### src/rtl/dlx_pkg.sv
// Shared DLX definitions: ROM geometry, reset PC, NOP encoding and the
// instruction-fetch state encoding.
package dlx_pkg;

  localparam int DLX_ROM_ADDR_W = 6;
  localparam int DLX_INST_W     = 32;
  localparam int DLX_RESET_PC   = 0;

  // Presented on the decode bus whenever no valid instruction is held.
  localparam logic [31:0] DLX_NOP = 32'h0000_0000;

  typedef enum logic [1:0] {
    ST_IDLE  = 2'd0,
    ST_FETCH = 2'd1,
    ST_HALT  = 2'd2
  } fetch_state_e;

endpackage

### src/rtl/dlx_fetch_ctrl_if.sv
// Fetch-to-decode instruction handshake. The fetch side drives the
// instruction, its word address and valid; decode drives ready.
interface dlx_fetch_ctrl_if
  import dlx_pkg::*;
#(
  parameter int ADDR_W = DLX_ROM_ADDR_W,
  parameter int DATA_W = DLX_INST_W
) ();

  logic [DATA_W-1:0] inst_o;
  logic [ADDR_W-1:0] inst_pc_o;
  logic              inst_valid_o;
  logic              inst_ready_i;

  modport master (
    output inst_o,
    output inst_pc_o,
    output inst_valid_o,
    input  inst_ready_i
  );

  modport slave (
    input  inst_o,
    input  inst_pc_o,
    input  inst_valid_o,
    output inst_ready_i
  );

endinterface

### src/rtl/dlx_fetch_buf.sv
// Circular prefetch FIFO holding instruction words tagged with their PC.
// Push and pop may coincide even when full; flush empties it at once.
// The head is shown combinationally so it is visible the cycle it lands.
module dlx_fetch_buf
  import dlx_pkg::*;
#(
  parameter  int DEPTH  = 2,
  parameter  int DATA_W = DLX_INST_W,
  parameter  int ADDR_W = DLX_ROM_ADDR_W,
  localparam int PTR_W  = $clog2(DEPTH),
  localparam int CNT_W  = PTR_W + 1
) (
  input  logic              clk_i,
  input  logic              rst_i,
  input  logic              flush_i,
  input  logic              push_i,
  input  logic [DATA_W-1:0] push_data_i,
  input  logic [ADDR_W-1:0] push_pc_i,
  input  logic              pop_i,
  output logic [DATA_W-1:0] head_data_o,
  output logic [ADDR_W-1:0] head_pc_o,
  output logic              valid_o,
  output logic [CNT_W-1:0]  count_o
);

  logic [DATA_W-1:0] r_data_mem [DEPTH];
  logic [ADDR_W-1:0] r_pc_mem   [DEPTH];
  logic [PTR_W-1:0]  r_wr_ptr;
  logic [PTR_W-1:0]  r_rd_ptr;
  logic [CNT_W-1:0]  r_count;
  logic              w_push;
  logic              w_pop;

  assign w_push = push_i && !flush_i;
  assign w_pop  = pop_i && !flush_i && (r_count != '0);

  // Storage write; entries need no reset since the head is masked when empty.
  always_ff @(posedge clk_i) begin
    if (w_push) begin
      r_data_mem[r_wr_ptr] <= push_data_i;
      r_pc_mem[r_wr_ptr]   <= push_pc_i;
    end
  end

  // Pointer and occupancy bookkeeping; power-of-two depth wraps naturally.
  always_ff @(posedge clk_i or posedge rst_i) begin
    if (rst_i) begin
      r_wr_ptr <= '0;
      r_rd_ptr <= '0;
      r_count  <= '0;
    end else if (flush_i) begin
      r_wr_ptr <= '0;
      r_rd_ptr <= '0;
      r_count  <= '0;
    end else begin
      if (w_push) r_wr_ptr <= r_wr_ptr + PTR_W'(1);
      if (w_pop)  r_rd_ptr <= r_rd_ptr + PTR_W'(1);
      case ({w_push, w_pop})
        2'b10:   r_count <= r_count + CNT_W'(1);
        2'b01:   r_count <= r_count - CNT_W'(1);
        default: r_count <= r_count;
      endcase
    end
  end

  assign valid_o     = (r_count != '0);
  assign count_o     = r_count;
  assign head_data_o = valid_o ? r_data_mem[r_rd_ptr] : DATA_W'(DLX_NOP);
  assign head_pc_o   = valid_o ? r_pc_mem[r_rd_ptr] : '0;

endmodule

### src/rtl/dlx_fetch_ctrl.sv
// DLX instruction-fetch sequencer: owns the PC, drives the ROM address,
// captures ROM words into the prefetch FIFO and serves decode. Redirects
// flush everything; halt stops new issues while letting the buffer drain.
// Optional macro FETCH_PERF_EN adds saturating fetch/bubble counters.
module dlx_fetch_ctrl
  import dlx_pkg::*;
#(
  parameter int ADDR_W    = DLX_ROM_ADDR_W,
  parameter int DATA_W    = DLX_INST_W,
  parameter int BUF_DEPTH = 2,
  parameter int RESET_PC  = DLX_RESET_PC
) (
  input  logic                clk_i,
  input  logic                rst_i,
  output logic [31:0]         rom_addr_o,
  input  logic [DATA_W-1:0]   rom_data_i,
  dlx_fetch_ctrl_if.master    dec_if,
  input  logic                redirect_i,
  input  logic [ADDR_W-1:0]   redirect_pc_i,
  input  logic                halt_i,
  output logic                busy_o
`ifdef FETCH_PERF_EN
  ,
  output logic [31:0]         perf_fetch_o,
  output logic [31:0]         perf_bubble_o
`endif
);

  localparam int               CNT_W      = $clog2(BUF_DEPTH) + 1;
  localparam logic [ADDR_W-1:0] RESET_PC_L = ADDR_W'(RESET_PC);

  fetch_state_e      r_state;
  logic [ADDR_W-1:0] r_pc;
  logic [ADDR_W-1:0] r_rom_addr;
  logic              r_inflight;

  logic [CNT_W-1:0]  w_count;
  logic              w_buf_valid;
  logic              w_pop;
  logic              w_push;
  logic              w_issue;
  logic [CNT_W:0]    w_occ;
  logic [CNT_W:0]    w_lim;

  // A redirect discards both the pending pop and the returning word.
  assign w_pop  = w_buf_valid && dec_if.inst_ready_i && !redirect_i;
  assign w_push = r_inflight && !redirect_i;

  // Issue only if the slot is guaranteed: count + inflight - pop < depth,
  // rearranged to avoid a subtraction.
  assign w_occ   = {1'b0, w_count} + {{CNT_W{1'b0}}, r_inflight};
  assign w_lim   = (CNT_W + 1)'(BUF_DEPTH) + {{CNT_W{1'b0}}, w_pop};
  assign w_issue = (r_state == ST_FETCH) && !halt_i && !redirect_i && (w_occ < w_lim);

  // Fetch FSM with PC, ROM address and in-flight flag as registered outputs.
  always_ff @(posedge clk_i or posedge rst_i) begin
    if (rst_i) begin
      r_state    <= ST_IDLE;
      r_pc       <= RESET_PC_L;
      r_rom_addr <= RESET_PC_L;
      r_inflight <= 1'b0;
    end else begin
      case (r_state)
        ST_IDLE:  r_state <= ST_FETCH;
        ST_FETCH: if (halt_i) r_state <= ST_HALT;
        // A redirect while halted only retargets the PC; it never resumes.
        ST_HALT:  if (!halt_i && !redirect_i) r_state <= ST_FETCH;
        default:  r_state <= ST_IDLE;
      endcase
      // w_issue is already low during a redirect, so this also drops the in-flight word.
      r_inflight <= w_issue;
      if (redirect_i) begin
        r_pc <= redirect_pc_i;
      end else if (w_issue) begin
        r_rom_addr <= r_pc;
        r_pc       <= r_pc + ADDR_W'(1);
      end
    end
  end

  // The ROM address register is held since issue, so it doubles as the capture tag.
  dlx_fetch_buf #(
    .DEPTH  (BUF_DEPTH),
    .DATA_W (DATA_W),
    .ADDR_W (ADDR_W)
  ) u_buf (
    .clk_i       (clk_i),
    .rst_i       (rst_i),
    .flush_i     (redirect_i),
    .push_i      (w_push),
    .push_data_i (rom_data_i),
    .push_pc_i   (r_rom_addr),
    .pop_i       (w_pop),
    .head_data_o (dec_if.inst_o),
    .head_pc_o   (dec_if.inst_pc_o),
    .valid_o     (w_buf_valid),
    .count_o     (w_count)
  );

  assign dec_if.inst_valid_o = w_buf_valid;
  assign rom_addr_o          = {{(32 - ADDR_W){1'b0}}, r_rom_addr};
  assign busy_o              = r_inflight || (w_count != '0);

`ifdef FETCH_PERF_EN
  logic [31:0] r_perf_fetch;
  logic [31:0] r_perf_bubble;

  // Saturating counters of issued fetches and of decode-ready-but-empty cycles.
  always_ff @(posedge clk_i or posedge rst_i) begin
    if (rst_i) begin
      r_perf_fetch  <= '0;
      r_perf_bubble <= '0;
    end else begin
      if (w_issue && (r_perf_fetch != 32'hFFFF_FFFF))
        r_perf_fetch <= r_perf_fetch + 32'd1;
      if (dec_if.inst_ready_i && !w_buf_valid && (r_perf_bubble != 32'hFFFF_FFFF))
        r_perf_bubble <= r_perf_bubble + 32'd1;
    end
  end

  assign perf_fetch_o  = r_perf_fetch;
  assign perf_bubble_o = r_perf_bubble;
`endif

endmodule
### src/flat_wrapper.sv
// flat-port wrapper written by rule: the top's interface ports become plain ports
module dlx_fetch_ctrl_flat import dlx_pkg::*;
#(
  parameter int ADDR_W    = DLX_ROM_ADDR_W,
  parameter int DATA_W    = DLX_INST_W,
  parameter int BUF_DEPTH = 2,
  parameter int RESET_PC  = DLX_RESET_PC
)
  (clk_i, rst_i, rom_addr_o, rom_data_i, redirect_i, redirect_pc_i, halt_i, busy_o, dec_if_inst_o, dec_if_inst_pc_o, dec_if_inst_valid_o, dec_if_inst_ready_i);
  dlx_fetch_ctrl_if #(.ADDR_W(ADDR_W), .DATA_W(DATA_W)) dec_if_i ();
  input  logic clk_i;
  input  logic rst_i;
  output logic [31:0] rom_addr_o;
  input  logic [DATA_W-1:0] rom_data_i;
  input  logic redirect_i;
  input  logic [ADDR_W-1:0] redirect_pc_i;
  input  logic halt_i;
  output logic busy_o;
  output wire logic [$bits(dec_if_i.inst_o)-1:0] dec_if_inst_o;
  output wire logic [$bits(dec_if_i.inst_pc_o)-1:0] dec_if_inst_pc_o;
  output wire logic [$bits(dec_if_i.inst_valid_o)-1:0] dec_if_inst_valid_o;
  input wire logic [$bits(dec_if_i.inst_ready_i)-1:0] dec_if_inst_ready_i;
  assign dec_if_inst_o = dec_if_i.inst_o;
  assign dec_if_inst_pc_o = dec_if_i.inst_pc_o;
  assign dec_if_inst_valid_o = dec_if_i.inst_valid_o;
  assign dec_if_i.inst_ready_i = dec_if_inst_ready_i;
  dlx_fetch_ctrl #(.ADDR_W(ADDR_W), .DATA_W(DATA_W), .BUF_DEPTH(BUF_DEPTH), .RESET_PC(RESET_PC)) u_core (.clk_i(clk_i), .rst_i(rst_i), .rom_addr_o(rom_addr_o), .rom_data_i(rom_data_i), .dec_if(dec_if_i), .redirect_i(redirect_i), .redirect_pc_i(redirect_pc_i), .halt_i(halt_i), .busy_o(busy_o));
endmodule
### config.mk
export PLATFORM = sky130hd
export DESIGN_NAME = dlx_fetch_ctrl_flat
export DESIGN_NICKNAME = d
export VERILOG_FILES = /design/src/rtl/dlx_pkg.sv /design/src/rtl/dlx_fetch_ctrl_if.sv /design/src/rtl/dlx_fetch_buf.sv /design/src/rtl/dlx_fetch_ctrl.sv /design/src/flat_wrapper.sv
export SDC_FILE = /design/constraint.sdc
export NUM_CORES = 1
export LEC_CHECK = 0
export ABC_AREA = 1
export BUFFER_PORTS_ARGS = -buffer_cell sky130_fd_sc_hd__buf_2
export CORE_MARGIN = 1
export CORE_UTILIZATION = 52
export CTS_BUF_LIST = sky130_fd_sc_hd__clkbuf_16
export CTS_CLUSTER_DIAMETER = 40
export CTS_CLUSTER_SIZE = 30
export DETAILED_ROUTE_END_ITERATION = 12
export PLACE_DENSITY_LB_ADDON = 0.2
export SYNTH_ARGS = -nofsm -noshare
export SYNTH_HDL_FRONTEND = slang
export SYNTH_SLANG_ARGS = --single-unit
### constraint.sdc
create_clock -name clk_i -period 3.44 [get_ports clk_i]
set_clock_uncertainty 0.2 [all_clocks]
set_input_delay 0.344 -clock clk_i [delete_from_list [all_inputs] [get_ports clk_i]]
set_output_delay 0.344 -clock clk_i [all_outputs]
set_load 0.03 [all_outputs]
==> results.md <==
- CP required: 2.90 ns
- Ant. Diodes: 0
- Fin crit period: 2.40 ns
- Die area: 0.00827 mm²
- Cts bufs inserted: 9
- Max_cap viols: 0
- Die width: 90.9 µm
- Clk root buf: clkbuf_16
- Power, Total: 3.95 mW
- Crit-path slowest cell: inv_2
- Syn Inst Count: 370
- DRT iter0 DRCs: 176
- Tightest Pin Transition: 0.760 ns
- H-Tree Level Count: 3
- Worst IR Drop VDD: 0.000414 V
- Area growth syn-to-layout: 24.1%
- Port buffer count: 88
- Core ar.: 0.00769 mm²
- Syn_area_per_cell: 11.1 µm²
- Setup TNS: 0 ns
- Yosys warns: 0
- Final slew viol count: 0
- I/O pin count: 115
- Final setup fails: 0
- Vias: 2,844
- Synthesized area: 0.00411 mm²
- Initial core utilization: 53.5%
- Clock slew at reported path FFs: 0.06 ns
- Fin crit share: 69.8%
- Clock Latency Late Sink: 0.34 ns
- Total clock sinks: 95
- GR Overflow Total: 0
- Routed wire per std cell: 13.4 µm
- Crit-path max FO: 39
- Cell Rows: 32
- Multi-input logic area: 0.00111 mm²
- Routed wire length: 7.92 mm
- Post-DP HPWL: 5.14 mm
- Share of the yosys chip area belonging to registers: 67.1%
- Slew HR: 49.3%
- Fin util: 66.4%
- Vias in the first global route: 2,704
- Count of different cell masters after synthesis: 26
- Final worst slack: 1.04 ns
- First-pass GRT wire length: 12.6 mm
- Post-cts sizing count: 0
- Clock Tree Buf Depth: 2
- CP Launch Type: flop
- Crit path largest cell delay: 0.50 ns
- DRT Pass-1 Iters: 4
- Critical Path End Type: primary output
- Final hold violations: 0
- Number of setup buffers added after CTS: 0
- Antenna violations before repair: 0
- Post-place setup slack: 1.33 ns
- Ratio of cells with drive above 1 in the final layout: 25.5%
- Fillers: 609
- Fmax: 416 MHz
- DRT antenna net count: 0
- RSZ-0062 raised after global routing: false
- DIE HEIGHT: 90.9 µm
- CTS tree: built
- Yosys reg bits: 95
- Kind of critical path: flop to primary output
- Worst EP arrival: 1.86 ns
- Vias per inst: 4.83
- Status: finished, final reports clean
- Static Leak: 2.23 nW
- Gp weighted congestion: 0.834
- Area occupied by registers: 0.00276 mm²
- Nets: 529
- Critical path cell sequence: inv_1 -> nand2_4 -> inv_2 -> a21oi_1 -> buf_2
- Pwr Density: 774 mW/mm²
- Worst hold path class: input port to flop
- Tot GR Track Use: 20.1%
- Pin count of the biggest net entering global routing: 41
- DRC: 0
## state kept, by name (all words and copies together), names as in the netlist
register	count
u_core.u_buf.count_o	2
u_core.u_buf.r_rd_ptr	1
u_core.u_buf.r_data_mem	64
u_core.u_buf.r_wr_ptr	1
u_core.r_rom_addr	6
u_core.u_buf.r_pc_mem	12
u_core.r_pc	6
u_core.r_state	2
u_core.r_inflight	1
## worst paths after layout
kind,start,slack [ns],cells after the start,end
worst min-delay path,rom_data_i[14],0.01,1,u_core.u_buf.r_data_mem[0][14]
max in group asynchronous,rst_i,2.08,3,u_core.r_rom_addr[1]
worst min register to register,u_core.r_state[1],0.27,1,u_core.r_state[0]
worst max register to register,u_core.r_inflight,1.45,5,u_core.u_buf.r_data_mem[0][16]
worst max-delay path,u_core.u_buf.count_o[1],1.04,5,dec_if_inst_pc_o[1]
min in group asynchronous,rst_i,0.48,3,u_core.r_state[1]
## worst max-delay path, delay by kind of cell, from the launching register on
kind / cells / cell delay (ns)
AO/OA/AOI/OAI: 1 / 0.15
buffers and inverters: 3 / 0.84
flip-flops: 1 / 0.43
AND/OR/NAND/NOR: 1 / 0.08
## cell families (layout without fill, tap and decap cells)
family | Yosys count | after routing | synth area share (%)
simple gates | 157 | 157 | 16.5
xor+xnor | 1 | 1 | 0.213
other cells | 1 | 26 | 0.0912
buf+inv | 62 | 154 | 8.55
flops | 95 | 95 | 67.1
compound gates | 51 | 51 | 6.63
fa+ha+maj | 3 | 3 | 0.913
## synthesized netlist by cell type, drive strengths merged
cell	count	share of area (%)
nor2	8	1.0
clkbuf	7	0.64
nand4	2	0.30
o21ai	9	1.4
nand3	21	3.3
a21oi	39	4.7
edfxtp	76	55
inv	19	1.7
nand2	126	12
o21bai	1	0.18
dfrtp	19	12
xnor2	1	0.21
o31ai	1	0.18
ha	3	0.91
conb	1	0.091
buf	36	6.2
o22ai	1	0.15
## repair_timing
item / in CTS / in global routing
endpoints found under the setup margin: 0 / 0
endpoints found under the hold margin: 70 / 0
hold buffers: 28 / 0
## cells in the final DEF, fill, tap and decap left out
master / instances
a21oi_1: 39
buf_2: 88
buf_4: 4
bufinv_16: 1
clkbuf_16: 9
clkinv_1: 2
clkinv_2: 1
conb_1: 26
dfrtp_1: 19
dlygate4sd3_1: 28
edfxtp_1: 76
ha_1: 3
inv_1: 17
inv_2: 2
inv_6: 2
nand2_1: 123
nand2_2: 1
nand2_4: 2
nand3_1: 15
nand3_2: 6
nand4_1: 2
nor2_1: 3
nor2_2: 2
nor2_4: 3
o21ai_0: 6
o21ai_2: 3
o21bai_1: 1
o22ai_1: 1
o31ai_1: 1
xnor2_1: 1
## layout make-up
| type | instances | share of cell area [%] |
|---|---|---|
| Clock buffer | 9 | 4.41 |
| Clock inverter | 6 | 1.18 |
| Inverter | 19 | 1.40 |
| Multi-Input combinational cell | 238 | 21.8 |
| Sequential cell | 95 | 54.0 |
| Tap cell | 102 | 2.50 |
| Timing Repair Buffer | 120 | 14.7 |
## routing by layer
metal  global-route usage [%]  up-vias  wire length, µm
met1                     25.2     1329             3360
met5                        0        -                0
met3                     5.70       13              446
met2                     33.6       88             4000
met4                     7.14        0              115
li1                         -     1414                -
## power by group
group          switching [mW]  internal [mW]
clock network           0.402          0.558
logic                    1.12          0.394
registers              0.0998           1.38
total                    1.62           2.33
## through the flow
step	area, µm²	hold slack [ns]	cells
4_1_cts	5100	0.00199	589
3_3_place_gp	4540	0.257	546
2_1_floorplan	4210	0.0951	395
5_1_grt	5100	0.00688	589
6_report	5100	0.0143	589
3_5_place_dp	4540	0.272	546
Power figures use the tool's default switching activity.
